--- config.mk ---
export PLATFORM = sky130hd
export DESIGN_NAME = decode_queue
export DESIGN_NICKNAME = d
export VERILOG_FILES = /design/src/rtl/rv32i_types.sv /design/src/rtl/inst_decode.sv /design/src/rtl/decode_queue.sv
export SDC_FILE = /design/constraint.sdc
export NUM_CORES = 1
export LEC_CHECK = 0
export ABC_AREA = 1
export BUFFER_PORTS_ARGS = -buffer_cell sky130_fd_sc_hd__clkbuf_2
export CAP_MARGIN = 10
export CORE_MARGIN = 1
export CORE_UTILIZATION = 45
export DETAILED_ROUTE_END_ITERATION = 8
export HOLD_SLACK_MARGIN = 0.15
export SYNTH_ARGS = -nofsm -noshare
export SYNTH_HDL_FRONTEND = slang
export SYNTH_HIERARCHICAL = 1
export SYNTH_SLANG_ARGS = --single-unit
--- constraint.sdc ---
create_clock -name clk -period 5.8 [get_ports clk]
set_clock_uncertainty 0.15 [all_clocks]
set_input_delay 1.16 -clock clk [delete_from_list [all_inputs] [get_ports clk]]
set_output_delay 1.16 -clock clk [all_outputs]
set_load 0.005 [all_outputs]
--- src/rtl/rv32i_types.sv ---
// rtl/rv32i_types.sv - RV32I(M) opcode, funct3, ALU/compare and control bundle types
package rv32i_types;

  typedef enum logic [6:0] {
    op_lui   = 7'b0110111,
    op_auipc = 7'b0010111,
    op_jal   = 7'b1101111,
    op_jalr  = 7'b1100111,
    op_br    = 7'b1100011,
    op_load  = 7'b0000011,
    op_store = 7'b0100011,
    op_imm   = 7'b0010011,
    op_reg   = 7'b0110011
  } rv32i_opcode_t;

  typedef enum logic [2:0] {
    f3_beq = 3'b000, f3_bne = 3'b001, f3_blt = 3'b100,
    f3_bge = 3'b101, f3_bltu = 3'b110, f3_bgeu = 3'b111
  } branch_funct3_t;

  typedef enum logic [2:0] {
    f3_lb = 3'b000, f3_lh = 3'b001, f3_lw = 3'b010, f3_lbu = 3'b100, f3_lhu = 3'b101
  } load_funct3_t;

  typedef enum logic [2:0] {
    f3_sb = 3'b000, f3_sh = 3'b001, f3_sw = 3'b010
  } store_funct3_t;

  typedef enum logic [2:0] {
    f3_add = 3'b000, f3_sll = 3'b001, f3_slt = 3'b010, f3_sltu = 3'b011,
    f3_xor = 3'b100, f3_sr  = 3'b101, f3_or  = 3'b110, f3_and  = 3'b111
  } arith_funct3_t;

  typedef union packed {
    branch_funct3_t branch;
    load_funct3_t   load;
    store_funct3_t  store;
    arith_funct3_t  arith;
  } funct3_t;

  // M-extension ops occupy the upper half so funct3 maps directly onto them
  typedef enum logic [3:0] {
    alu_add, alu_sll, alu_sra, alu_sub, alu_xor, alu_srl, alu_or, alu_and,
    alu_mul, alu_mulh, alu_mulhsu, alu_mulhu, alu_div, alu_divu, alu_rem, alu_remu
  } alu_ops_t;

  typedef enum logic [2:0] {
    cmp_eq = 3'b000, cmp_ne = 3'b001, cmp_lt = 3'b100,
    cmp_ge = 3'b101, cmp_ltu = 3'b110, cmp_geu = 3'b111
  } cmp_ops_t;

  typedef enum logic {rs1_out, pc_out} alumux1_sel_t;
  typedef enum logic [2:0] {i_imm, u_imm, b_imm, s_imm, j_imm, rs2_out} alumux2_sel_t;
  typedef enum logic {cmp_rs2, cmp_i_imm} cmpmux_sel_t;
  typedef enum logic [2:0] {rf_alu_out, rf_br_en, rf_u_imm, rf_load, rf_pc_plus4} regfilemux_sel_t;

  typedef struct packed {
    logic            valid_rvfi;
    alu_ops_t        aluop;
    cmp_ops_t        cmpop;
    alumux1_sel_t    alumux1_sel;
    alumux2_sel_t    alumux2_sel;
    cmpmux_sel_t     cmpmux_sel;
    regfilemux_sel_t regfilemux_sel;
    logic            load_reg;
    logic            mem_read;
    logic            mem_write;
    load_funct3_t    load_align;
    store_funct3_t   store_size;
    logic            is_branch;
    logic            is_jump;
    logic [4:0]      rd;
    logic [4:0]      rs1;
    logic [4:0]      rs2;
  } control_signals_t;

  localparam logic [31:0] NOP_INST = 32'h0000_0013;

  function automatic control_signals_t ctrl_defaults();
    control_signals_t c;
    c                = '0;
    c.aluop          = alu_add;
    c.cmpop          = cmp_eq;
    c.alumux1_sel    = rs1_out;
    c.alumux2_sel    = i_imm;
    c.cmpmux_sel     = cmp_rs2;
    c.regfilemux_sel = rf_alu_out;
    c.load_align     = f3_lb;
    c.store_size     = f3_sb;
    return c;
  endfunction

  // alt selects sub/sra; callers decide whether bit 30 is meaningful
  function automatic alu_ops_t arith_aluop(arith_funct3_t f, logic alt);
    alu_ops_t op;
    case (f)
      f3_add:  op = alt ? alu_sub : alu_add;
      f3_sll:  op = alu_sll;
      f3_xor:  op = alu_xor;
      f3_sr:   op = alt ? alu_sra : alu_srl;
      f3_or:   op = alu_or;
      f3_and:  op = alu_and;
      default: op = alu_add;
    endcase
    return op;
  endfunction

endpackage

--- src/rtl/inst_decode.sv ---
// rtl/inst_decode.sv - combinational RV32I decoder; RV32M_EN adds mul/div decode
module inst_decode
  import rv32i_types::*;
(
  input  logic [31:0]      inst,
  input  logic [31:0]      pc,
  output control_signals_t ctrl,
  output logic             illegal,
  output logic             multicycle
);

  logic [6:0] funct7;
  funct3_t    f3;
  logic       unused_pc;

  assign funct7    = inst[31:25];
  assign f3        = inst[14:12];
  assign unused_pc = ^pc;

  always_comb begin
    ctrl       = ctrl_defaults();
    illegal    = 1'b0;
    multicycle = 1'b0;
    ctrl.rd    = inst[11:7];
    ctrl.rs1   = inst[19:15];
    ctrl.rs2   = inst[24:20];
    case (inst[6:0])
      op_lui: begin
        ctrl.load_reg       = 1'b1;
        ctrl.regfilemux_sel = rf_u_imm;
      end
      op_auipc: begin
        ctrl.alumux1_sel = pc_out;
        ctrl.alumux2_sel = u_imm;
        ctrl.load_reg    = 1'b1;
      end
      op_jal: begin
        ctrl.alumux1_sel    = pc_out;
        ctrl.alumux2_sel    = j_imm;
        ctrl.regfilemux_sel = rf_pc_plus4;
        ctrl.load_reg       = 1'b1;
        ctrl.is_jump        = 1'b1;
      end
      op_jalr: begin
        ctrl.regfilemux_sel = rf_pc_plus4;
        ctrl.load_reg       = 1'b1;
        ctrl.is_jump        = 1'b1;
      end
      op_br: begin
        ctrl.alumux1_sel = pc_out;
        ctrl.alumux2_sel = b_imm;
        ctrl.is_branch   = 1'b1;
        case (f3.branch)
          f3_beq:  ctrl.cmpop = cmp_eq;
          f3_bne:  ctrl.cmpop = cmp_ne;
          f3_blt:  ctrl.cmpop = cmp_lt;
          f3_bge:  ctrl.cmpop = cmp_ge;
          f3_bltu: ctrl.cmpop = cmp_ltu;
          f3_bgeu: ctrl.cmpop = cmp_geu;
          default: illegal = 1'b1;
        endcase
      end
      op_load: begin
        ctrl.mem_read       = 1'b1;
        ctrl.load_reg       = 1'b1;
        ctrl.regfilemux_sel = rf_load;
        case (f3.load)
          f3_lb, f3_lh, f3_lw, f3_lbu, f3_lhu: ctrl.load_align = f3.load;
          default: illegal = 1'b1;
        endcase
      end
      op_store: begin
        ctrl.alumux2_sel = s_imm;
        ctrl.mem_write   = 1'b1;
        case (f3.store)
          f3_sb, f3_sh, f3_sw: ctrl.store_size = f3.store;
          default: illegal = 1'b1;
        endcase
      end
      op_imm: begin
        ctrl.load_reg = 1'b1;
        ctrl.aluop    = arith_aluop(f3.arith, (f3.arith == f3_sr) && inst[30]);
        case (f3.arith)
          f3_slt: begin
            ctrl.cmpop          = cmp_lt;
            ctrl.cmpmux_sel     = cmp_i_imm;
            ctrl.regfilemux_sel = rf_br_en;
          end
          f3_sltu: begin
            ctrl.cmpop          = cmp_ltu;
            ctrl.cmpmux_sel     = cmp_i_imm;
            ctrl.regfilemux_sel = rf_br_en;
          end
          f3_sll:  illegal = (funct7 != 7'b0000000);
          f3_sr:   illegal = (funct7 != 7'b0000000) && (funct7 != 7'b0100000);
          default: ;
        endcase
      end
      op_reg: begin
        ctrl.alumux2_sel = rs2_out;
        ctrl.load_reg    = 1'b1;
        case (funct7)
          7'b0000000, 7'b0100000: begin
            ctrl.aluop = arith_aluop(f3.arith, inst[30]);
            case (f3.arith)
              f3_slt: begin
                ctrl.cmpop          = cmp_lt;
                ctrl.regfilemux_sel = rf_br_en;
              end
              f3_sltu: begin
                ctrl.cmpop          = cmp_ltu;
                ctrl.regfilemux_sel = rf_br_en;
              end
              default: ;
            endcase
            if (inst[30] && (f3.arith != f3_add) && (f3.arith != f3_sr))
              illegal = 1'b1;
          end
          7'b0000001: begin
`ifdef RV32M_EN
            ctrl.aluop = alu_ops_t'({1'b1, inst[14:12]});
            multicycle = 1'b1;
`else
            illegal = 1'b1;
`endif
          end
          default: illegal = 1'b1;
        endcase
      end
      default: illegal = 1'b1;
    endcase
    if (illegal) begin
      ctrl       = ctrl_defaults();
      multicycle = 1'b0;
    end
  end

endmodule

--- src/rtl/decode_queue.sv ---
// rtl/decode_queue.sv - instruction buffer plus registered decode stage (RV32M_EN via inst_decode)
module decode_queue
  import rv32i_types::*;
#(
  parameter int DEPTH = 4
) (
  input  logic                       clk,
  input  logic                       rst,
  input  logic                       flush,
  input  logic                       fetch_valid,
  output logic                       fetch_ready,
  input  logic [31:0]                fetch_inst,
  input  logic [31:0]                fetch_pc,
  output logic                       dec_valid,
  input  logic                       dec_ready,
  output logic [31:0]                dec_inst,
  output logic [31:0]                dec_pc,
  output control_signals_t           dec_ctrl,
  output logic                       dec_illegal,
  output logic                       dec_multicycle,
  output logic [$clog2(DEPTH+1)-1:0] count
);

  localparam int PTR_W = $clog2(DEPTH);
  localparam int CNT_W = $clog2(DEPTH + 1);

  logic [31:0]      buf_inst [DEPTH];
  logic [31:0]      buf_pc   [DEPTH];
  logic [PTR_W-1:0] wptr, rptr;
  logic             push, pop;
  control_signals_t head_ctrl, stage_ctrl;
  logic             head_illegal, head_multicycle;

  assign fetch_ready = (count < CNT_W'(DEPTH));
  assign push = fetch_valid && fetch_ready && !flush && !rst;
  assign pop  = (count != '0) && (!dec_valid || dec_ready) && !flush && !rst;

  inst_decode u_decode (
    .inst       (buf_inst[rptr]),
    .pc         (buf_pc[rptr]),
    .ctrl       (head_ctrl),
    .illegal    (head_illegal),
    .multicycle (head_multicycle)
  );

  always_ff @(posedge clk) begin
    if (push) begin
      buf_inst[wptr] <= fetch_inst;
      buf_pc[wptr]   <= fetch_pc;
    end
  end

  always_ff @(posedge clk) begin
    if (rst || flush) begin
      wptr  <= '0;
      rptr  <= '0;
      count <= '0;
    end else begin
      if (push) wptr <= wptr + PTR_W'(1);
      if (pop)  rptr <= rptr + PTR_W'(1);
      case ({push, pop})
        2'b10:   count <= count + CNT_W'(1);
        2'b01:   count <= count - CNT_W'(1);
        default: ;
      endcase
    end
  end

  // Stage holds its contents until the consumer takes them
  always_ff @(posedge clk) begin
    if (rst || flush) begin
      dec_valid      <= 1'b0;
      dec_inst       <= NOP_INST;
      dec_pc         <= '0;
      stage_ctrl     <= ctrl_defaults();
      dec_illegal    <= 1'b0;
      dec_multicycle <= 1'b0;
    end else if (pop) begin
      dec_valid      <= 1'b1;
      dec_inst       <= buf_inst[rptr];
      dec_pc         <= buf_pc[rptr];
      stage_ctrl     <= head_ctrl;
      dec_illegal    <= head_illegal;
      dec_multicycle <= head_multicycle;
    end else if (dec_ready) begin
      dec_valid <= 1'b0;
    end
  end

  always_comb begin
    dec_ctrl            = stage_ctrl;
    dec_ctrl.valid_rvfi = dec_valid && !dec_illegal;
  end

endmodule

==> summary.md <==
| Metric | Value |
|---|---|
| Crit. End Element | `flip-flop` |
| Overall Global Routing Usage | `0.191` |
| Cell-internal power | `about 4.4 mW` |
| Wire length of the first global-routing pass | `53300 um` |
| Setup repair after global routing missed its margin | `false` |
| Total placed cells including tap cells | `~2100` |
| Sinks on Clock Net | `~370` |
| Number of fill cells | `roughly 3000` |
| Total gr overflow | `0` |
| Area used by multi-input combinational logic | `~4300 sq um` |
| Part of the total power dissipated in combinational logic | `0.031` |
| Wire per inst | `approximately 16 um` |
| Shortest period the worst path allows | `between 4 and 5 ns` |
| Root buffer cell | `sky130_fd_sc_hd__clkbuf_16` |
| RD Place Congestion | `just over 0.8` |
| Final number of hold-violating endpoints | `0` |
| Syn. warnings | `6` |
| Startpoint class of the critical path | `flip-flop` |
| Final Instance Count excl. Fillers | `2153` |
| Effective utilization at floorplan | `0.460` |
| Clk Latency, worst-skew pair | `between 0.5 and 0.6 ns` |
| Clock tree buffer depth | `3` |
| Detailed-route wire length | `around 33000 um` |
| Critical-path top delay cell | `sky130_fd_sc_hd__dfxtp_4` |
| Total negative slack for setup checks | `0 ns` |
| Max Freq | `roughly 250 MHz` |
| Largest stage delay on the critical path | `a little under 0.8 ns` |
| Share of power burned in the clock network | `0.452` |
| Drt first-iter violations | `roughly 600` |
| Die Width | `between 150 and 200 um` |
| CTS clock-pin slew for the worst setup and hold paths | `roughly 0.060 ns` |
| Post-detailed-route via-to-cell ratio | `between 4 and 5` |
| Storage cell area | `around 10000 sq um` |
| Critical setup path kind | `reg2reg` |
| Setup WS post-layout | `1.75 ns` |
| Number of I/O port buffers | `about 180` |
| Worst-Margin Slew | `~1.0 ns` |
| Final worst path period share | `0.698` |
| Pre-CTS setup slack | `1.67 ns` |
| Number of global-route vias before repair | `9970` |
| Total CTS buffers | `40` |
| Power per standard cell area | `just over 300 nW/um^2` |
| Maximum vdd ir drop | `between 150 and 200 uV` |
| CTS tree | `done` |
| Fraction of the core area covered by cells at the end of the flow | `0.531` |
| Detailed-router iteration count before antenna repair | `5` |
| Fraction of layout instances using a drive strength above 1 | `0.197` |
| Number of setup buffers added after CTS | `0` |
| Number of H-tree branching levels | `2` |
| Die Y | `~190 um` |
| Cell area after synthesis | `15500 sq um` |
| Leakage power total | `between 7 and 8 nW` |
| Half-perimeter wire length of the detailed placement result | `between 20000 and 25000 um` |
| Number of cell rows | `67` |
| Outcome | `finished, final reports clean` |
| Share of power burned in registers | `0.517` |
| Largest net degree at the start of global routing | `between 90 and 100` |
| Cell mode on critical path | `sky130_fd_sc_hd__nand2_1` |
| Switching power total | `between 1 and 1.5 mW` |
| Count of final max-slew check failures | `0` |
| CP arrival | `between 4 and 5 ns` |
| Ordered cell list for the critical path | `buf_4, nand2_1, nand3_1, nand2_1, inv_1, nand2_1, nor3_4, nand2_2, nand2_1, nor2_1, nor2_4, nand2_2, a21oi_1, nand2_1, nand2_1` |
| CP Max Fanout | `66` |
| Final net count | `around 1700` |
| Worst endpoint required time | `between 6 and 7 ns` |
| Max Cap Viol | `0` |
| Synthesis-to-finish area growth | `15.5%` |
| Instance count of the mapped netlist | `approximately 1500` |
| Via Count | `10400` |
| IO Pins | `182` |
| Area of the core | `33700 sq um` |
| Type of the tightest min-delay check | `reg2reg` |
| Start point of the worst min-delay path | `dec_ctrl[35]` |
| Worst max-slew margin expressed relative to the limit | `0.310` |
| Count of unresolved DRC violations after routing | `0` |
| Die Area | `about 35000 sq um` |
| Antenna violations before repair | `2` |
| Count of antenna-violating nets left after detailed routing | `0` |
| Setup Viol. Count Final | `0` |
| Number of gates resized after CTS | `0` |
| Synthesized area per cell | `between 10 and 15 sq um` |
| Switching power as a share of total power | `0.203` |
| Count of hold-fix buffers inserted at cts | `0` |
-- cell type report --
class                           instances  share of cell area
Antenna cell                            1            0.000140
Clock buffer                           59              0.0647
Clock inverter                         14             0.00845
Inverter                              190              0.0404
Multi-Input combinational cell        873               0.238
Sequential cell                       373               0.560
Tap cell                              448              0.0313
Timing Repair Buffer                  195              0.0564
-- worst paths after layout --
kind	cells past startpoint	slack, ns	endpoint
max reg2reg	15	1.75	dec_ctrl[36]
min reg2reg	2	0.32	dec_ctrl[35]
min	2	0.32	dec_ctrl[35]
max	15	1.75	dec_ctrl[36]
-- metal layers --
metal  up-vias  GRT usage  part of all wire
met5         -          0           0.00033
met4         2     0.0597             0.023
met3        56     0.0313             0.050
met2       261      0.304              0.45
met1      4834      0.267              0.48
li1       5272          -                 -
-- flip-flops by register name (all words and copies together) (netlist names), named ones only --
| register | flops |
|---|---|
| rptr | 2 |
| dec_inst | 32 |
| dec_multicycle | 1 |
| count | 3 |
| dec_pc | 32 |
| dec_ctrl | 41 |
| dec_valid | 1 |
| wptr | 2 |
| dec_illegal | 1 |
| buf_pc | 128 |
| buf_inst | 128 |
-- critical path, delay by kind of cell (launching register included) --
kind | cells | cell delay [ns]
simple gates | 12 | 2.03
flops | 1 | 0.78
buf+inv | 2 | 0.71
compound gates | 1 | 0.28
-- metrics by stage --
step                hold slack [ns]  power, mW  instance area (sq um)
floorplan                     0.309       3.03                  15500
global placement              0.305       3.10                  16600
detailed placement            0.309       3.11                  16600
CTS                           0.317       5.62                  17900
global route                  0.329       5.76                  17900
finish                        0.315       5.57                  17900
-- power groups by stage --
stage | clock network (mW) | logic, mW | registers, mW
floorplan | 0 | 0.0932 | 2.94
global placement | 0 | 0.169 | 2.94
detailed placement | 0 | 0.172 | 2.94
CTS | 2.57 | 0.173 | 2.88
global route | 2.68 | 0.192 | 2.88
finish | 2.52 | 0.171 | 2.88
-- cells in the final DEF (no fill, tap or decap), drive strengths merged --
master,count
o21ai,71
inv,190
or2,1
dfxtp,117
nand3,124
o211ai,61
bufinv,3
nand4,4
buf,14
conb,3
edfxtp,256
nor2,59
fa,1
clkinvlp,1
a21oi,14
ha,5
clkbuf,240
nand2,518
and2,1
nor3,11
diode,1
clkinv,10
Power figures use the tool's default switching activity.
